==> config.mk <==
export PLATFORM = sky130hd
export DESIGN_NAME = amber48_uart_rx
export DESIGN_NICKNAME = d
export VERILOG_FILES = /design/src/rtl/amber48_uart_pkg.sv /design/src/rtl/amber48_sync2.sv /design/src/rtl/amber48_uart_rx.sv
export SDC_FILE = /design/constraint.sdc
export NUM_CORES = 1
export LEC_CHECK = 0
export ABC_AREA = 0
export CAP_MARGIN = 20
export CORE_MARGIN = 2
export CORE_UTILIZATION = 55
export CTS_CLUSTER_SIZE = 14
export DETAILED_ROUTE_END_ITERATION = 16
export PLACE_DENSITY_LB_ADDON = 0.3
export SLEW_MARGIN = 20
export SYNTH_ARGS = -nofsm -noshare
export SYNTH_HDL_FRONTEND = slang
export SYNTH_SLANG_ARGS = --single-unit
==> constraint.sdc <==
create_clock -name clk_i -period 2.4 [get_ports clk_i]
set_input_delay 0.24 -clock clk_i [delete_from_list [all_inputs] [get_ports clk_i]]
set_output_delay 0.24 -clock clk_i [all_outputs]
set_load 0.005 [all_outputs]
==> src/rtl/amber48_uart_pkg.sv <==
// Shared definitions for the amber48 UART blocks.
// Holds the receiver state encoding and the baud divisor helper.
package amber48_uart_pkg;

    typedef enum logic [2:0] {
        IDLE,
        START,
        DATA,
        STOP,
        WAIT_IDLE
    } uart_rx_state_e;

    // Rounded clocks per bit; the TX block shares this.
    function automatic int clks_per_bit(input int clk_hz, input int baud);
        return (clk_hz + baud / 2) / baud;
    endfunction

endpackage

==> src/rtl/amber48_sync2.sv <==
// Two-flop synchronizer for asynchronous single-bit inputs.
// RST_VAL selects the value both flops take during reset.
module amber48_sync2 #(
    parameter logic RST_VAL = 1'b1
) (
    input  logic clk_i,
    input  logic rst_i,
    input  logic d_i,
    output logic q_o
);

    logic meta_q;
    logic sync_q;

    always_ff @(posedge clk_i) begin
        if (rst_i) begin
            meta_q <= RST_VAL;
            sync_q <= RST_VAL;
        end else begin
            meta_q <= d_i;
            sync_q <= meta_q;
        end
    end

    assign q_o = sync_q;

endmodule

==> src/rtl/amber48_uart_rx.sv <==
// 8N1 UART receiver with mid-bit sampling and a valid/ready output.
// Define AMBER48_UART_RX_GLITCH_FILTER_EN for 3-sample majority voting.
module amber48_uart_rx
    import amber48_uart_pkg::*;
#(
    parameter int CLOCK_FREQ_HZ = 27_000_000,
    parameter int BAUD_RATE     = 115_200
) (
    input  logic       clk_i,
    input  logic       rst_i,
    input  logic       rx_i,
    output logic [7:0] data_o,
    output logic       valid_o,
    input  logic       ready_i,
    output logic       frame_err_o,
    output logic       overrun_o
);

    localparam int CPB  = clks_per_bit(CLOCK_FREQ_HZ, BAUD_RATE);
    localparam int HALF = CPB / 2;
    localparam int CW   = $clog2(CPB);

    localparam logic [CW-1:0] HALF_LD = CW'(HALF - 1);
    localparam logic [CW-1:0] FULL_LD = CW'(CPB - 1);

    generate
        if (CPB < 4) begin : g_bad_rate
            $fatal(1, "amber48_uart_rx: CLKS_PER_BIT below 4");
        end
    endgenerate

    logic rx_s;
    logic sample;

    amber48_sync2 #(
        .RST_VAL(1'b1)
    ) u_sync (
        .clk_i(clk_i),
        .rst_i(rst_i),
        .d_i  (rx_i),
        .q_o  (rx_s)
    );

`ifdef AMBER48_UART_RX_GLITCH_FILTER_EN
    // Two past values plus the current one form the 3-cycle window.
    logic [1:0] hist_q;

    always_ff @(posedge clk_i) begin
        if (rst_i) begin
            hist_q <= 2'b11;
        end else begin
            hist_q <= {hist_q[0], rx_s};
        end
    end

    assign sample = (rx_s & hist_q[0]) | (rx_s & hist_q[1]) |
                    (hist_q[0] & hist_q[1]);
`else
    assign sample = rx_s;
`endif

    uart_rx_state_e state_q, state_d;
    logic [CW-1:0]  cnt_q, cnt_d;
    logic [2:0]     idx_q, idx_d;
    logic [7:0]     shift_q, shift_d;
    logic [7:0]     data_q, data_d;
    logic           valid_q, valid_d;
    logic           ferr_q, ferr_d;
    logic           ovr_q, ovr_d;
    logic           tick;

    assign tick = (cnt_q == '0);

    always_ff @(posedge clk_i) begin
        if (rst_i) begin
            state_q <= IDLE;
            cnt_q   <= '0;
            idx_q   <= '0;
            shift_q <= '0;
            data_q  <= '0;
            valid_q <= 1'b0;
            ferr_q  <= 1'b0;
            ovr_q   <= 1'b0;
        end else begin
            state_q <= state_d;
            cnt_q   <= cnt_d;
            idx_q   <= idx_d;
            shift_q <= shift_d;
            data_q  <= data_d;
            valid_q <= valid_d;
            ferr_q  <= ferr_d;
            ovr_q   <= ovr_d;
        end
    end

    always_comb begin
        state_d = state_q;
        cnt_d   = cnt_q;
        idx_d   = idx_q;
        shift_d = shift_q;
        data_d  = data_q;
        valid_d = valid_q;
        ferr_d  = 1'b0;
        ovr_d   = 1'b0;

        if (valid_q && ready_i) begin
            valid_d = 1'b0;
        end

        unique case (state_q)
            IDLE: begin
                if (!rx_s) begin
                    cnt_d   = HALF_LD;
                    state_d = START;
                end
            end
            START: begin
                if (!tick) begin
                    cnt_d = cnt_q - 1'b1;
                end else if (!sample) begin
                    cnt_d   = FULL_LD;
                    idx_d   = '0;
                    state_d = DATA;
                end else begin
                    state_d = IDLE;
                end
            end
            DATA: begin
                if (!tick) begin
                    cnt_d = cnt_q - 1'b1;
                end else begin
                    shift_d = {sample, shift_q[7:1]};
                    cnt_d   = FULL_LD;
                    idx_d   = idx_q + 1'b1;
                    if (idx_q == 3'd7) begin
                        state_d = STOP;
                    end
                end
            end
            STOP: begin
                if (!tick) begin
                    cnt_d = cnt_q - 1'b1;
                end else if (sample) begin
                    state_d = IDLE;
                    // A same-cycle accept frees the slot for the new byte.
                    if (!valid_q || ready_i) begin
                        data_d  = shift_q;
                        valid_d = 1'b1;
                    end else begin
                        ovr_d = 1'b1;
                    end
                end else begin
                    ferr_d  = 1'b1;
                    state_d = WAIT_IDLE;
                end
            end
            WAIT_IDLE: begin
                if (rx_s) begin
                    state_d = IDLE;
                end
            end
            default: begin
                state_d = IDLE;
            end
        endcase
    end

    assign data_o      = data_q;
    assign valid_o     = valid_q;
    assign frame_err_o = ferr_q;
    assign overrun_o   = ovr_q;

endmodule
* Yosys cells after proc, flatten, opt, wreduce, memory -nomap -nowiden
Cells that the tools add are included.
** Storage, ports and cells
- Latch bits :: 0
- Bits in registers :: 35
- Input port bits :: 4
- Memories kept :: 0
- Logic and storage cells :: 69
- ROM bits :: 0
- Bits in writable memories :: 0
** Operators by class
- $add $sub $neg :: 2
- Bitwise gates (word level) :: 3
- Mux-type cells :: 26
- Shifts and indexed selects :: 0
- Multipliers :: 0
- Reduce and logical (&&, ||, !) cells :: 14
- Equal/unequal tests :: 14
- $lt $le $gt $ge :: 0
- Divide/modulo/power cells :: 0
** Operators by type and width (count)
- $mux W8 :: 5
- $pmux W8 S4 :: 1
- $mux W3 :: 10
- $pmux W3 S5 :: 1
- $ne A2 B2 Y1 const B :: 7
- $reduce_and A4 Y1 :: 3
- $logic_not A8 Y1 :: 1
- $sub A8 B1 Y8 const B :: 1
- $mux W1 :: 7
- $eq A3 B2 Y1 const B :: 2
- $eq A3 B3 Y1 const B :: 2
- $pmux W3 S2 :: 1
- $reduce_and A6 Y1 :: 1
- $reduce_bool A4 Y1 :: 1
- $reduce_or A4 Y1 :: 1
- $add A3 B1 Y3 const B :: 1
- $eq A3 B1 Y1 const B :: 1
- $logic_not A3 Y1 :: 1
- $ne A3 B3 Y1 const B :: 1
- $not A1 Y1 :: 3
- $reduce_or A3 Y1 :: 1
- $mux W2 :: 1
- $ne A2 B1 Y1 const B :: 1
- $reduce_and A2 Y1 :: 1
- other kinds (4) :: 4

* Depth between registers and ports, before layout
- Depth after elaboration :: 6
- Gate-level depth with buffers :: 8
- Gate-level depth less buffers :: 6

* Hierarchy
Synthesis repeated with hierarchy kept, for this count alone.
** Second synthesis, totals
- Cells, all modules :: 178
- Area total of the unflattened synthesis :: 1616.6 µm²
** Modules (own cells, without submodules)
- amber48_uart_rx :: times used 1, cells an instance 174, area an instance 1564.0 µm²
- amber48_sync2 :: times used 1, cells an instance 4, area an instance 52.6 µm²

* Worst setup path before layout
No wires, ideal clock.
- Kind :: reg-to-reg
- Start point :: register cnt_q[0]
- End point :: register data_q[0], in the netlist data_o[0]
- Buffers on the path :: 2
- Data arrival time :: 1.766 ns
- Setup time :: 0.128 ns
- Required time :: 2.272 ns
- Setup slack :: 0.506 ns
- Clock period less this slack :: 1.894 ns
- Cell stages (with the launch flop) :: 9
- Cells stage by stage :: dfxtp_1 -> inv_1 -> ha_1 -> or3b_1 -> clkbuf_1 -> nor4b_2 -> buf_4 -> mux2i_1 -> nor2_1
** On the way
- Word-level cells in the longest chain between the ends :: 2
** RTL lines
- start, declared :: RTL line amber48_uart_rx.sv:63 : logic [CW-1:0] cnt_q, cnt_d;
- start signal, assigned :: RTL line amber48_uart_rx.sv:86 : cnt_q <= cnt_d;
- $logic_not A8 Y1 :: RTL line amber48_uart_rx.sv:72 : assign tick = (cnt_q == '0);
- $reduce_and A4 Y1 (no source line)
- end signal, assigned :: RTL line amber48_uart_rx.sv:89 : data_q <= data_d;
- end, declared :: RTL line amber48_uart_rx.sv:66 : logic [7:0] data_q, data_d;
No other way between the ends.
A chain may end at the register's enable or synchronous reset.

* Worst setup path after layout
- Start point :: register cnt_q[6]
- End point :: register shift_q[2]
** On the way
- Word-level cells in the longest chain between the ends :: 2
** RTL lines
- $logic_not A8 Y1 :: RTL line amber48_uart_rx.sv:72
- $reduce_and A2 Y1 (no source line)
- end signal, assigned :: RTL line amber48_uart_rx.sv:88 : shift_q <= shift_d;
- end, declared :: RTL line amber48_uart_rx.sv:65 : logic [7:0] shift_q, shift_d;
No other way between the ends.

==> metrics <==
largest net degree at the start of global routing=20; via count=roughly 1,400; Min Clock Period, post-route=2.08 ns; Placement Cell Area=roughly 1800 µm²; vias in the first global route=1,364; htree depth=2; Routed WL=~3.5 mm; post-cts resize count=0; Post CTS Setup Buffer Count=0; Hold Slack=0.429 ns; most common cell after layout, fill and taps aside=dfxtp_1; Max Clock Freq=481 MHz; Pins Over Slew Limit=0; Vias/cell=6.15; clock buffer depth=2; CP Capture Type=flop; register area share after synthesis=0.423; Clock Sinks=35; Root Buffer=clkbuf_4; crit path DAT=approximately 2.3 ns; synthesized net count=~190; Final Hold Fails=0; Metal-1 WL=1.52 mm; Post-synth ARST share=0; met3 WL post-DR=240 µm; Yosys cell types=46; EDFF count, synth=0; setup TNS=0 ns; initial antenna violation count=0; max_slew headroom=0.533; failing checks=DRC; top layer in use=met4; area grow syn2layout=12.0%; nets=201; CP required=2.63 ns; routability cong.=0.902; Die X=58.9 µm; Starting Density=0.591; skew final=0.00711 ns; outcome=finished, violations left; period utilization=0.866; CTS Buf Count=5; CTS tree=yes; Post-DRT Antenna Nets=0; Crit Path Class=flop to flop; Post-Syn Instances=roughly 180; PortBufs=14; worst-path fanout max=7; Starting DRT DRC Count=96; Detailed Place HPWL=2.46 mm; Leak=0.000638 µW; first-pass GRT wire length=around 6 mm; MaxCap Viol Count=0; layout cell share with drive strength beyond 1=0.0928; Reg clk slew, reported paths=0.11 ns; Reg area=701 µm²; total grt overflow=0; aggregate global-route resource usage=0.224; fillers=233; final setup violation count=0; ANT cells=0; Die Ht=58.9 µm; Main synth FF type=dfxtp_1; Clock Latency Late Sink=0.34 ns; # hold bufs at CTS=0; footprint of the multi-input gates=855 µm²; row count=19; flops & latches, synth=35; average wire per standard cell=15.5 µm; Pwr Density=598 nW/µm²; met2 WL post-DR=approximately 1.6 mm; drc violations=1; maximum vdd drop=0.437 mV; die footprint=3470 µm²; RSZ-0062 raised after global routing=false; most frequent cells in the layout=dfxtp_1 (35), nor2_1 (25), mux2i_1 (19); HP Class=flop to flop; slew of the pin with the lowest slew margin=0.694 ns; core box area=roughly 2800 µm²; YS warnings=0; I/O pin cnt=15; design area=1860 µm²; First-pass DRT Iterations=10; Avg Inst Size Synth=9.15 µm²; critical path launch point type=flop; Mapped Area=1660 µm²
[worst max-delay path, stage by stage, from the launching register on]
cell     delay [ns]
dfxtp_1        0.37
or4_1          0.74
nor4_4         0.34
buf_4          0.22
mux2i_1        0.24
nor2_1         0.06
[power by group]
part | internal, µW | leakage (µW) | total (µW) | switching, µW
sequential | 595 | 0.000283 | 616 | 21.0
combinational | 62.8 | 0.000327 | 185 | 122
clock | 113 | 0.0000282 | 309 | 196
total | 771 | 0.000638 | 1110 | 339
[cells in the mapped netlist, types with 2 or more instances]
library cell	instances	area (µm²)
ha_1	4	50.1
nand2b_1	2	12.5
or2_2	2	12.5
o22ai_1	4	25.0
clkbuf_1	10	37.5
a22oi_1	3	22.5
and3_1	3	18.8
buf_6	2	22.5
o21ai_1	2	10.0
nor4_1	7	43.8
a21oi_1	5	25.0
a221oi_1	2	17.5
mux2i_1	19	190
inv_1	8	30.0
or4_1	2	15.0
o21ai_0	4	20.0
nand3_1	5	25.0
nor3b_1	2	15.0
nor3_1	5	25.0
dfxtp_1	35	701
nor2_1	25	93.8
nand2_1	6	22.5
[final timing paths]
| check | start | endpoint | slack, ns | cells after the start |
|---|---|---|---|---|
| max | cnt_q[6] | shift_q[2] | 0.32 | 5 |
| min | u_sync.meta_q | u_sync.q_o | 0.43 | 1 |
| max reg2reg | cnt_q[6] | shift_q[2] | 0.32 | 5 |
| min reg2reg | u_sync.meta_q | u_sync.q_o | 0.43 | 1 |
[per-stage QoR]
stage / worst slack (ns) / instances / total power, µW / utilization
global route: 0.157 / 225 / 1160 / 0.661
finish: 0.321 / 225 / 1110 / 0.661
floorplan: 0.506 / 181 / 775 / -
CTS: 0.317 / 225 / 1110 / 0.661
global placement: 0.421 / 217 / 797 / 0.642
detailed placement: 0.355 / 217 / 806 / 0.642
[cell type report]
cell class                      instances  share of cell area
Clock buffer                            6              0.0223
Clock inverter                          2             0.00674
Inverter                                8              0.0162
Multi-Input combinational cell        124               0.461
Sequential cell                        35               0.378
Tap cell                               31              0.0209
Timing Repair Buffer                   19              0.0958
[logic make-up (layout without fill, tap and decap cells)]
family | after synthesis | in the layout | synth area share
mux | 19 | 19 | 0.115
compound gates | 33 | 33 | 0.145
simple gates | 67 | 67 | 0.221
buf+inv | 22 | 35 | 0.0612
fa+ha+maj | 4 | 4 | 0.0302
flops | 35 | 35 | 0.423
xor+xnor | 1 | 1 | 0.00529
[state kept, by name, indices dropped and copies added, names as in the netlist]
| signal | count |
|---|---|
| cnt_q | 8 |
| data_o | 8 |
| frame_err_o | 1 |
| idx_q | 3 |
| overrun_o | 1 |
| shift_q | 8 |
| state_q | 3 |
| u_sync.meta_q | 1 |
| u_sync.q_o | 1 |
| valid_o | 1 |
[routing by layer]
metal,GRT usage,up-vias
li1,-,678
met1,0.265,640
met2,0.363,55
met3,0.0593,11
met4,0.127,0
met5,0,-
No activity file was read; power rests on OpenSTA's default activity.
